[src/rtl/decoded_bit_packer.sv]
`timescale 1ns/1ps
`default_nettype none
// ============================================================================
//  Module   : decoded_bit_packer
//  Purpose  : Re-serialises traceback words oldest-bit-first and packs them
//             into bytes on a valid/ready stream with a frame-end marker.
//  Revision : 1.0  initial release
// ============================================================================
module decoded_bit_packer #(
   parameter int W_TB_LEN = 6,
   parameter int W_HALF   = 32,
   parameter int W_FULL   = 64
) (
   input  logic                clk_i,
   input  logic                rst_sync_i,
   input  logic                tb_bits_valid_i,
   input  logic                decoding_end_i,
   input  logic [W_HALF-1:0]   half_tb_bits_i,
   input  logic [W_FULL-1:0]   full_tb_bits_i,
   input  logic [W_TB_LEN:0]   bit_num_i,
   output logic                in_ready_o,
   output logic                overflow_o,
   output logic [7:0]          byte_o,
   output logic                byte_valid_o,
   input  logic                byte_ready_i,
   output logic                byte_last_o,
   output logic [3:0]          byte_nbits_o,
   output logic [31:0]         frame_bits_o
);

   localparam logic [W_TB_LEN:0] c_full_bits = (W_TB_LEN+1)'(W_FULL);
   localparam logic [W_TB_LEN:0] c_half_bits = (W_TB_LEN+1)'(W_HALF);
   localparam logic [W_TB_LEN:0] c_rem_one   = (W_TB_LEN+1)'(1);

   typedef enum logic [1:0] {
      ST_IDLE = 2'd0,
      ST_PACK = 2'd1,
      ST_EMIT = 2'd2
   } state_t;

   state_t              state_q,      state_d;
   logic [W_FULL-1:0]   wreg_q,       wreg_d;
   logic [W_TB_LEN:0]   rem_q,        rem_d;
   logic [7:0]          acc_q,        acc_d;
   logic [3:0]          acc_cnt_q,    acc_cnt_d;
   logic                last_q,       last_d;
   logic                overflow_q,   overflow_d;
   logic [31:0]         frame_bits_q, frame_bits_d;

   logic [W_TB_LEN:0]   bit_num_sel;
   logic [W_FULL-1:0]   word_sel;
   logic [W_TB_LEN:0]   rem_nxt;
   logic [3:0]          cnt_nxt;
   logic                emit_active;
   logic                emit_last;

   // Select the word for the segment type and clamp the count to its width.
   always_comb begin
      bit_num_sel = bit_num_i;
      word_sel    = {{(W_FULL-W_HALF){1'b0}}, half_tb_bits_i};
      if (decoding_end_i) begin
         word_sel = full_tb_bits_i;
         if (bit_num_i > c_full_bits) begin
            bit_num_sel = c_full_bits;
         end
      end else if (bit_num_i > c_half_bits) begin
         bit_num_sel = c_half_bits;
      end
   end

   assign emit_active = (state_q == ST_EMIT);
   assign emit_last   = emit_active && last_q && (rem_q == '0);
   assign rem_nxt     = rem_q - c_rem_one;
   assign cnt_nxt     = acc_cnt_q + 4'd1;

   always_comb begin
      state_d      = state_q;
      wreg_d       = wreg_q;
      rem_d        = rem_q;
      acc_d        = acc_q;
      acc_cnt_d    = acc_cnt_q;
      last_d       = last_q;
      overflow_d   = overflow_q;
      frame_bits_d = frame_bits_q;

      if (tb_bits_valid_i && (state_q != ST_IDLE)) begin
         overflow_d = 1'b1;
      end

      case (state_q)
         ST_IDLE: begin
            if (tb_bits_valid_i) begin
               wreg_d = word_sel;
               rem_d  = bit_num_sel;
               last_d = decoding_end_i;
               // An empty final word still closes the frame: flush a partial
               // byte or send a zero-length terminator.
               if (bit_num_sel == '0) begin
                  state_d = decoding_end_i ? ST_EMIT : ST_IDLE;
               end else begin
                  state_d = ST_PACK;
               end
            end
         end

         ST_PACK: begin
            acc_d[acc_cnt_q[2:0]] = wreg_q[0];
            wreg_d    = wreg_q >> 1;
            rem_d     = rem_nxt;
            acc_cnt_d = cnt_nxt;
            if ((cnt_nxt == 4'd8) || ((rem_nxt == '0) && last_q)) begin
               state_d = ST_EMIT;
            end else if (rem_nxt == '0) begin
               state_d = ST_IDLE;
            end
         end

         ST_EMIT: begin
            if (byte_ready_i) begin
               acc_d     = 8'd0;
               acc_cnt_d = 4'd0;
               state_d   = (rem_q != '0) ? ST_PACK : ST_IDLE;
               if (emit_last) begin
                  last_d       = 1'b0;
                  frame_bits_d = 32'd0;
               end else begin
                  frame_bits_d = frame_bits_q + {28'd0, acc_cnt_q};
               end
            end
         end

         default: begin
            state_d = ST_IDLE;
         end
      endcase
   end

   always_ff @(posedge clk_i) begin
      if (rst_sync_i) begin
         state_q      <= ST_IDLE;
         wreg_q       <= '0;
         rem_q        <= '0;
         acc_q        <= 8'd0;
         acc_cnt_q    <= 4'd0;
         last_q       <= 1'b0;
         overflow_q   <= 1'b0;
         frame_bits_q <= 32'd0;
      end else begin
         state_q      <= state_d;
         wreg_q       <= wreg_d;
         rem_q        <= rem_d;
         acc_q        <= acc_d;
         acc_cnt_q    <= acc_cnt_d;
         last_q       <= last_d;
         overflow_q   <= overflow_d;
         frame_bits_q <= frame_bits_d;
      end
   end

   // Byte fields read as zero outside EMIT so the sink never sees stale data.
   assign in_ready_o   = (state_q == ST_IDLE);
   assign overflow_o   = overflow_q;
   assign byte_valid_o = emit_active;
   assign byte_o       = emit_active ? acc_q : 8'd0;
   assign byte_nbits_o = emit_active ? acc_cnt_q : 4'd0;
   assign byte_last_o  = emit_last;
   assign frame_bits_o = frame_bits_q;

   a_acc_cnt_range: assert property (@(posedge clk_i) disable iff (rst_sync_i)
      acc_cnt_q <= 4'd8);

   a_hold_when_stalled: assert property (@(posedge clk_i) disable iff (rst_sync_i)
      (byte_valid_o && !byte_ready_i) |=>
         (byte_valid_o && $stable(byte_o) && $stable(byte_nbits_o) && $stable(byte_last_o)));

endmodule
`default_nettype wire

[config.mk]
export PLATFORM = sky130hd
export DESIGN_NAME = decoded_bit_packer
export DESIGN_NICKNAME = d
export VERILOG_FILES = /design/src/rtl/decoded_bit_packer.sv
export SDC_FILE = /design/constraint.sdc
export NUM_CORES = 1
export LEC_CHECK = 0
export BUFFER_PORTS_ARGS = -buffer_cell sky130_fd_sc_hd__buf_2
export CAP_MARGIN = 20
export CELL_PAD_IN_SITES_DETAIL_PLACEMENT = 1
export CELL_PAD_IN_SITES_GLOBAL_PLACEMENT = 1
export CORE_MARGIN = 5
export CORE_UTILIZATION = 34
export CTS_CLUSTER_DIAMETER = 80
export DETAILED_ROUTE_END_ITERATION = 10
export PLACE_DENSITY_LB_ADDON = 0.1
export RECOVER_POWER = 25
export SLEW_MARGIN = 10
export SYNTH_ARGS = -nofsm -noshare
export SYNTH_HDL_FRONTEND = slang
export SYNTH_SLANG_ARGS = --single-unit
[constraint.sdc]
create_clock -name clk_i -period 3 [get_ports clk_i]
set_input_delay 0.45 -clock clk_i [delete_from_list [all_inputs] [get_ports clk_i]]
set_output_delay 0.45 -clock clk_i [all_outputs]
set_load 0.005 [all_outputs]
---- Word-level counts from Yosys, hierarchy flattened ----
Index checks and enable logic that the tools add are counted.
word-level totals
  bits in registers ....................... 119
  input bits .............................. 108
operators by class
  add/sub/neg operators ................... 3
  $lt $le $gt $ge ......................... 4
  eq/ne operators ......................... 7
  mux-type cells .......................... 30
  reduce and logical (&&, ||, !) cells .... 20
operator list
  kind                                                            number
  two-way mux 64 bit                                              2
  one-hot mux 64 bit (2 select lines)                             1
  adder 32 x 4 -> 32 bit                                          1
  two-way mux 32 bit                                              1
  two-way mux 7 bit                                               4
  logical NOT 7 bit                                               3
  two-way mux 8 bit                                               2
  one-hot mux 8 bit (2 select lines)                              1
  one-hot mux 7 bit (2 select lines)                              1
  two-way mux 2 bit                                               6
  bitwise mux 8 bit                                               1
  two-way mux 4 bit                                               2
  one-hot mux 4 bit (2 select lines)                              1
  nonzero test 2 bit                                              4
  greater-than comparator 7 x 6 -> 1 bit (second input constant)  1
  greater-than comparator 7 bit (second input constant)           1
  nonzero test 7 bit                                              1
  subtractor 7 x 1 -> 7 bit (second input constant)               1
  inequality test 2 bit (second input constant)                   3
  one-hot mux 2 bit (3 select lines)                              1
  AND reduction 2 bit                                             3
  logical AND 1 bit                                               5
  two-way mux 1 bit                                               5
  adder 4 x 1 -> 4 bit (second input constant)                    1
  other kinds (12)                                                12

---- Longest topological paths before layout ----
Gate-level depths: netlist (run 1).
  depth after elaboration ................. 7
  mapped depth ............................ 8
  gate-level depth less buffers ........... 7

---- Worst setup path after synthesis (run 1) ----
No wires, ideal clock.
  path kind ............................... reg2reg
  from .................................... reg acc_cnt_q[1]
  to ...................................... reg frame_bits_q[16] (netlist: frame_bits_o[16])
  arrival time ............................ 2.100 ns
  data required time ...................... 2.930 ns
  path slack .............................. 0.830 ns
  cell stages (with the launch flop) ...... 8
  cells stage by stage .................... dfxtp_1 -> clkbuf_1 -> inv_1 -> fa_1 -> nor2b_1 -> o21ai_1 -> or4_1 -> a21oi_1
on the way
  cells in the longest elaborated chain, start to end .. 2
ends and longest elaborated chain
  element                   line  RTL
  start: declaration        45    logic [3:0] acc_cnt_q, acc_cnt_d;
  start signal: assignment  153   acc_cnt_q <= acc_cnt_d;
  adder 32 x 4 -> 32 bit    127   frame_bits_d = frame_bits_q + {28'd0, acc_cnt_q};
  two-way mux 32 bit        123   if (emit_last) begin
  end signal: assignment    156   frame_bits_q <= frame_bits_d;
  end: declaration          48    logic [31:0] frame_bits_q, frame_bits_d;
Every way passes these cells.
A chain may end at the register's enable or synchronous reset.

---- Worst setup path after layout (run 1) ----
  from .................................... reg acc_cnt_q[0]
  to ...................................... reg frame_bits_q[28] (netlist: frame_bits_o[28])
Same word-level chain as after synthesis.

==> flow_metrics.py, run 1 <==
metrics = {
    "finish": {
        "n_fill_cell": 2197,
        "final_cells": 1135,
        "multi_input_area_sq_um": 3580,
        "synthToLayoutAreaGrowth_pct": 25.4,
        "n_antenna_cell": 0,
        "most_frequent_cells_in_the_layout": "buf_2, dfxtp_1, nand2_1",
        "final_layout_size_suffix_gt1_share_pct": 21.7,
        "num-nets-final": 1011,
        "layout.area.seq_sq_um": 2380,
        "layout.cells.most_common": "buf_2",
    },
    "critical_path": {
        "r2r_cells": 7,
        "timing.critical_path.from_type": "register",
        "worstPathCellList": "ha_1 -> inv_1 -> fa_1 -> nor2b_1 -> o21ai_1 -> nor4_1 -> mux2i_1",
        "setup.worst_path.end_class": "register",
        "timing.rr.start": "acc_cnt_q[0]",
        "highest_delay_cell_along_the_critical_path": "dfxtp_1",
        "timing.critical_path.required_ps": 3340,
        "reg2reg_slack_ps": 280,
        "worst_r2r_endpoint": "frame_bits_o[28]",
        "slowest_delay_ps": 610,
        "crit_buf_inv": 1,
        "worst_path_dominant_cell_family": "simple AND/OR/NAND/NOR gates",
        "critPathKind": "register to register",
        "timing.critical_path.arrival_ps": 3070,
        "maximum_fanout_along_the_worst_path": 15,
    },
    "drt": {
        "drt_first_pass_iters": 6,
        "routed_wire_length_per_instance_um": 17.5,
        "detailroute.via_count": 6279,
        "antenna_violating_nets_post_route": 0,
        "detail_route.wirelength.met1_mm": 9.25,
        "wl_met3_um": 944,
        "post_drt_via_cell_ratio": 5.53,
        "top_layer": "met5",
        "met2_length_mm": 9.46,
        "detail_route.iter0.violations": 365,
        "drt-total-wl_mm": 19.9,
        "drc": 0,
    },
    "clocking": {
        "cts_tree": "built",
        "htree_num_levels": 4,
        "max-clock-path-buffers": 2,
        "library_cell_used_as_clock_root_buffer": "clkbuf_16",
        "cts-resized-gates": 0,
        "cts.clk_slew.worst_paths_ps": 60,
        "postCtsSetupBuffers": 0,
        "cts_buffers": 17,
        "clk_latency_ps": 420,
        "hold_buffers": 0,
        "cts_num_sinks": 119,
    },
    "sta": {
        "maxSlewViolCount": 0,
        "worst_pin_slew_ps": 1370,
        "report.final.hold_viol_count": 0,
        "worst_clock_skew_ps": 8.36,
        "final.min_clock_period_ps": 2720,
        "worst_slew_margin_rel_pct": 8.34,
        "fin_crit_sh_pct": 90.8,
        "max_clock_freq_mhz": 367,
        "finalSetupViolCount": 0,
        "rsz0062_at_grt": "no",
        "setup_tns_ps": 0,
    },
    "yosys": {
        "ys_async_sr_fraction_pct": 0,
        "synth_sequential_area_ratio_pct": 38.2,
        "netlist_top_cells_area": "dfxtp_1, mux2i_1, nand2_1",
        "syn-cell-area_sq_um": 6240,
        "count_of_flip_flops_with_a_built_in_enable_after_synthesis": 0,
        "avgSynthCellArea_sq_um": 8.10,
        "synth-warning-count": 0,
        "synth_top_flop_cell": "dfxtp_1",
        "netlist.top_cell.by_area": "dfxtp_1",
        "mappedNetlistNets": 888,
        "synthCells": 770,
        "synth_seq_cells": 119,
        "synth_top_area_share_pct": 38.2,
        "synth.distinct_cells": 61,
    },
    "global_route": {
        "initial_antenna_violation_count": 4,
        "globalRouteOverflowTotal": 0,
        "grt_start_max_net_pins": 66,
        "first_global_vias": 6658,
        "total_routing_usage_reported_by_global_routing_pct": 18.6,
        "global_route_wire_length_before_repair_mm": 33.2,
    },
    "run_status": {
        "outcome": "finished, final reports clean",
    },
    "floorplan": {
        "die_width_um": 145,
        "design.die.area_sq_um": 21100,
        "core_sq_um": 18000,
        "std_cell_rows": 49,
        "die_h_um": 145,
        "boundaryPins": 156,
        "start_util_pct": 34.6,
    },
    "hold_path": {
        "min_delay_path_depth": 3,
        "worst_hold_path_type": "primary input to register",
        "worst_min_delay_path_startpoint": "full_tb_bits_i[49]",
        "hold_critical_path_endpoint": "wreg_q[49]",
    },
    "run": {
        "max_cap_viol_count": 0,
    },
    "placement": {
        "placedCellCount": 1102,
        "routabilityCongestion": 0.818,
        "dpl_wire_length_mm": 14.0,
        "number_of_buffer_cells_added_on_primary_ports": 155,
    },
    "pwr": {
        "vdd_drop_max_v": 0.000457,
        "power-per-cell-area_nw_per_um2": 625,
        "leakage_nw": 3.11,
    },
}
==> through the flow <==
step / utilization [%] / power (mW) / hold slack, ps / instance area, sq um / worst slack, ps
2_1_floorplan: - / 2.42 / 432 / 6240 / 830
3_3_place_gp: 39.9 / 2.67 / 430 / 7200 / 475
3_5_place_dp: 39.9 / 2.71 / 436 / 7200 / 279
4_1_cts: 43.5 / 4.94 / 268 / 7840 / 269
5_1_grt: 43.4 / 5.15 / 290 / 7820 / 113
6_report: 43.4 / 4.88 / 297 / 7820 / 276
==> per-layer routing <==
| metal | vias to the layer above | global-route usage [%] |
|---|---|---|
| li1 | 3076 | - |
| met5 | - | 0 |
| met3 | 28 | 6.01 |
| met4 | 8 | 4.66 |
| met1 | 3049 | 23.6 |
| met2 | 118 | 30.6 |
==> state kept, by name (all words and copies together), names as in the netlist <==
| register | flops |
|---|---|
| acc_cnt_q | 4 |
| acc_q | 8 |
| frame_bits_o | 32 |
| last_q | 1 |
| overflow_o | 1 |
| rem_q | 7 |
| state_q | 2 |
| wreg_q | 64 |
==> worst max path at each step <==
stage                       startpoint                to  slack (ps)  cells after the start
after floorplan           acc_cnt_q[1]  frame_bits_o[16]         830                      7
after global placement    acc_cnt_q[0]  frame_bits_o[16]         480                      7
after detailed placement  acc_cnt_q[0]  frame_bits_o[28]         280                      7
after CTS                 acc_cnt_q[0]  frame_bits_o[28]         270                      7
after global routing      acc_cnt_q[0]  frame_bits_o[28]         110                      7
final                     acc_cnt_q[0]  frame_bits_o[28]         280                      7
==> layout make-up <==
class,count,share of cell area [%]
Tap cell,229,3.67
Inverter,11,0.528
Timing Repair Buffer,171,11.4
Multi-Input combinational cell,573,45.8
Clock buffer,24,6.29
Clock inverter,8,1.82
Sequential cell,119,30.5
==> kinds of logic after synthesis <==
family	Yosys count	synth area share, %
buffers and inverters	78	4.80
and+or+nand+nor	322	26.1
xor gates and xnor gates	3	0.421
AOI/OAI and AO/OA	191	20.8
adders and majority gates	10	2.13
DFF	119	38.2
muxes	47	7.54
==> cells in the mapped netlist, drive strengths merged (3+ instances only) <==
| cell type | n |
|---|---|
| dfxtp | 119 |
| nand2 | 118 |
| a21oi | 69 |
| clkbuf | 57 |
| nor2 | 53 |
| mux2i | 47 |
| o211ai | 38 |
| nand3 | 36 |
| a222oi | 18 |
| nand2b | 17 |
| o21ai | 15 |
| a311oi | 13 |
| and2 | 13 |
| nand4 | 13 |
| inv | 11 |
| or4 | 11 |
| buf | 10 |
| nor4 | 10 |
| ha | 9 |
| nor3 | 9 |
| nand3b | 7 |
| nor2b | 7 |
| nor4b | 5 |
| o31ai | 5 |
| or3 | 5 |
| and4 | 4 |
| nor3b | 4 |
| o22ai | 4 |
| a22oi | 3 |
| a31oi | 3 |
==> where the power goes <==
group / switching (mW) / internal [mW] / total (mW)
clock: 0.734 / 1.47 / 2.21
sequential: 0.120 / 1.72 / 1.84
combinational: 0.499 / 0.337 / 0.836
total: 1.35 / 3.53 / 4.88
==> worst register-to-register path: cells and delay by family, from the launching register on <==
family	cells	cell delay, ps
AND/OR/NAND/NOR	2	730
adder cells (fa/ha/maj)	2	680
flip-flops	1	610
AO/OA/AOI/OAI	1	320
multiplexers	1	240
buffers and inverters	1	70
(Power assumes the default switching activity.)
==> run 2, diff against run 1 <==
--- a/config.mk
+++ b/config.mk
@@ -13,6 +13,7 @@
 export CORE_UTILIZATION = 34
 export CTS_CLUSTER_DIAMETER = 80
 export DETAILED_ROUTE_END_ITERATION = 10
+export MAX_ROUTING_LAYER = met4
 export PLACE_DENSITY_LB_ADDON = 0.1
 export RECOVER_POWER = 25
 export SLEW_MARGIN = 10
==> flow_metrics.py, run 2 (synthesis gave the netlist of run 1 again) <==
metrics = {
    "finish": {
        "largest_register_ffs": 64,
        "final_cells": 1139,
        "synthToLayoutAreaGrowth_pct": 25.5,
        "postLayoutCellArea_sq_um": 7830,
        "most_frequent_cells_in_the_layout": "buf_2, dfxtp_1, nand2_1",
        "layout.cells.most_common": "buf_2",
        "regMostFlops": "wreg_q",
        "num-nets-final": 1011,
        "final_layout_size_suffix_gt1_share_pct": 21.7,
        "n_fill_cell": 2197,
        "final_core_utilization_pct": 43.4,
    },
    "hold_path": {
        "worst_hold_path_type": "primary input to register",
    },
    "critical_path": {
        "setup.worst_path.end_class": "register",
        "timing.critical_path.from_type": "register",
        "timing.critical_path.arrival_ps": 3060,
        "critPathKind": "register to register",
        "timing.critical_path.required_ps": 3340,
        "maximum_fanout_along_the_worst_path": 15,
    },
    "sta": {
        "finalSetupViolCount": 0,
        "worst_clock_skew_ps": 8.34,
        "worst_slew_margin_rel_pct": 8.20,
        "max_clock_freq_mhz": 368,
        "rsz0062_at_grt": "no",
        "fin_crit_sh_pct": 90.6,
        "report.final.hold_viol_count": 0,
        "maxSlewViolCount": 0,
        "final.min_clock_period_ps": 2720,
        "worst_pin_slew_ps": 1370,
        "holdWs_ps": 296,
        "setup_tns_ps": 0,
    },
    "global_route": {
        "initial_antenna_violation_count": 4,
        "globalRouteOverflowTotal": 0,
        "grt_start_max_net_pins": 66,
        "total_routing_usage_reported_by_global_routing_pct": 19.2,
        "global_route_wire_length_before_repair_mm": 33.2,
        "first_global_vias": 6662,
    },
    "floorplan": {
        "boundaryPins": 156,
        "std_cell_rows": 49,
        "design.die.area_sq_um": 21100,
        "core_sq_um": 18000,
        "die_h_um": 145,
        "start_util_pct": 34.6,
        "die_width_um": 145,
    },
    "placement": {
        "number_of_buffer_cells_added_on_primary_ports": 155,
        "placedCellCount": 1102,
        "place_area_sq_um": 7200,
        "routabilityCongestion": 0.830,
        "dpl_wire_length_mm": 14.0,
    },
    "clocking": {
        "htree_num_levels": 4,
        "clk_latency_ps": 420,
        "cts_num_sinks": 119,
        "postCtsSetupBuffers": 0,
        "library_cell_used_as_clock_root_buffer": "clkbuf_16",
        "cts-resized-gates": 0,
        "max-clock-path-buffers": 2,
        "cts_buffers": 17,
        "cts.clk_slew.worst_paths_ps": 60,
        "cts_tree": "built",
        "hold_buffers": 0,
    },
    "run": {
        "max_cap_viol_count": 0,
    },
    "drt": {
        "detailroute.via_count": 6249,
        "post_drt_via_cell_ratio": 5.49,
        "antenna_violating_nets_post_route": 0,
        "drt-total-wl_mm": 19.9,
        "drc": 0,
        "routed_wire_length_per_instance_um": 17.5,
        "drt_first_pass_iters": 5,
        "detail_route.iter0.violations": 418,
    },
    "pwr": {
        "power-per-cell-area_nw_per_um2": 624,
        "vdd_drop_max_v": 0.000458,
        "leakage_nw": 3.11,
    },
    "run_status": {
        "outcome": "finished, final reports clean",
    },
}
[run 2: cell count changes in the layout (fill, tap and decap cells not counted)]
cell / change
diode_2: +4
[run 2: cell type report]
class / instances / area [sq um] / share of cell area [%]
clock inverter: 8 / 143 / 1.82
timing repair buffer: 171 / 891 / 11.4
clock buffer: 24 / 492 / 6.28
multi-input combinational: 573 / 3580 / 45.8
tap: 229 / 287 / 3.66
antenna: 4 / 10.0 / 0.128
sequential: 119 / 2380 / 30.4
inverter: 11 / 41.3 / 0.527
[run 2: critical path, stage by stage (launching register included)]
cell,delay (ps)
dfxtp_1,610
ha_1,300
inv_1,70
fa_1,380
nor2b_1,270
o21ai_1,320
nor4_1,460
mux2i_1,240
[run 2: power breakdown]
group | total [mW] | internal (mW) | leakage [nW] | switching, mW
Sequential | 1.84 | 1.72 | 0.972 | 0.120
Combinational | 0.836 | 0.336 | 1.83 | 0.499
Clock | 2.21 | 1.47 | 0.310 | 0.733
Total | 4.88 | 3.53 | 3.11 | 1.35
[run 2: path summary, 6_finish.rpt]
kind / slack, ps / cells past startpoint / end / from
max: 280 / 7 / frame_bits_o[28] / acc_cnt_q[0]
min: 300 / 3 / wreg_q[49] / full_tb_bits_i[49]
max reg2reg: 280 / 7 / frame_bits_o[28] / acc_cnt_q[0]
min reg2reg: 440 / 2 / overflow_o / overflow_o
[run 2: per-layer routing]
layer | wire length (um) | GRT usage, %
met5 | 0 | -
met4 | 209 | 4.66
met3 | 987 | 5.85
met2 | 9380 | 30.7
met1 | 9320 | 23.7
[run 2: stage by stage]
stage,setup WS [ps],total power [mW]
2_1_floorplan,830,2.42
3_5_place_dp,279,2.71
6_report,282,4.88
4_1_cts,269,4.94
5_1_grt,114,5.15
3_3_place_gp,475,2.67
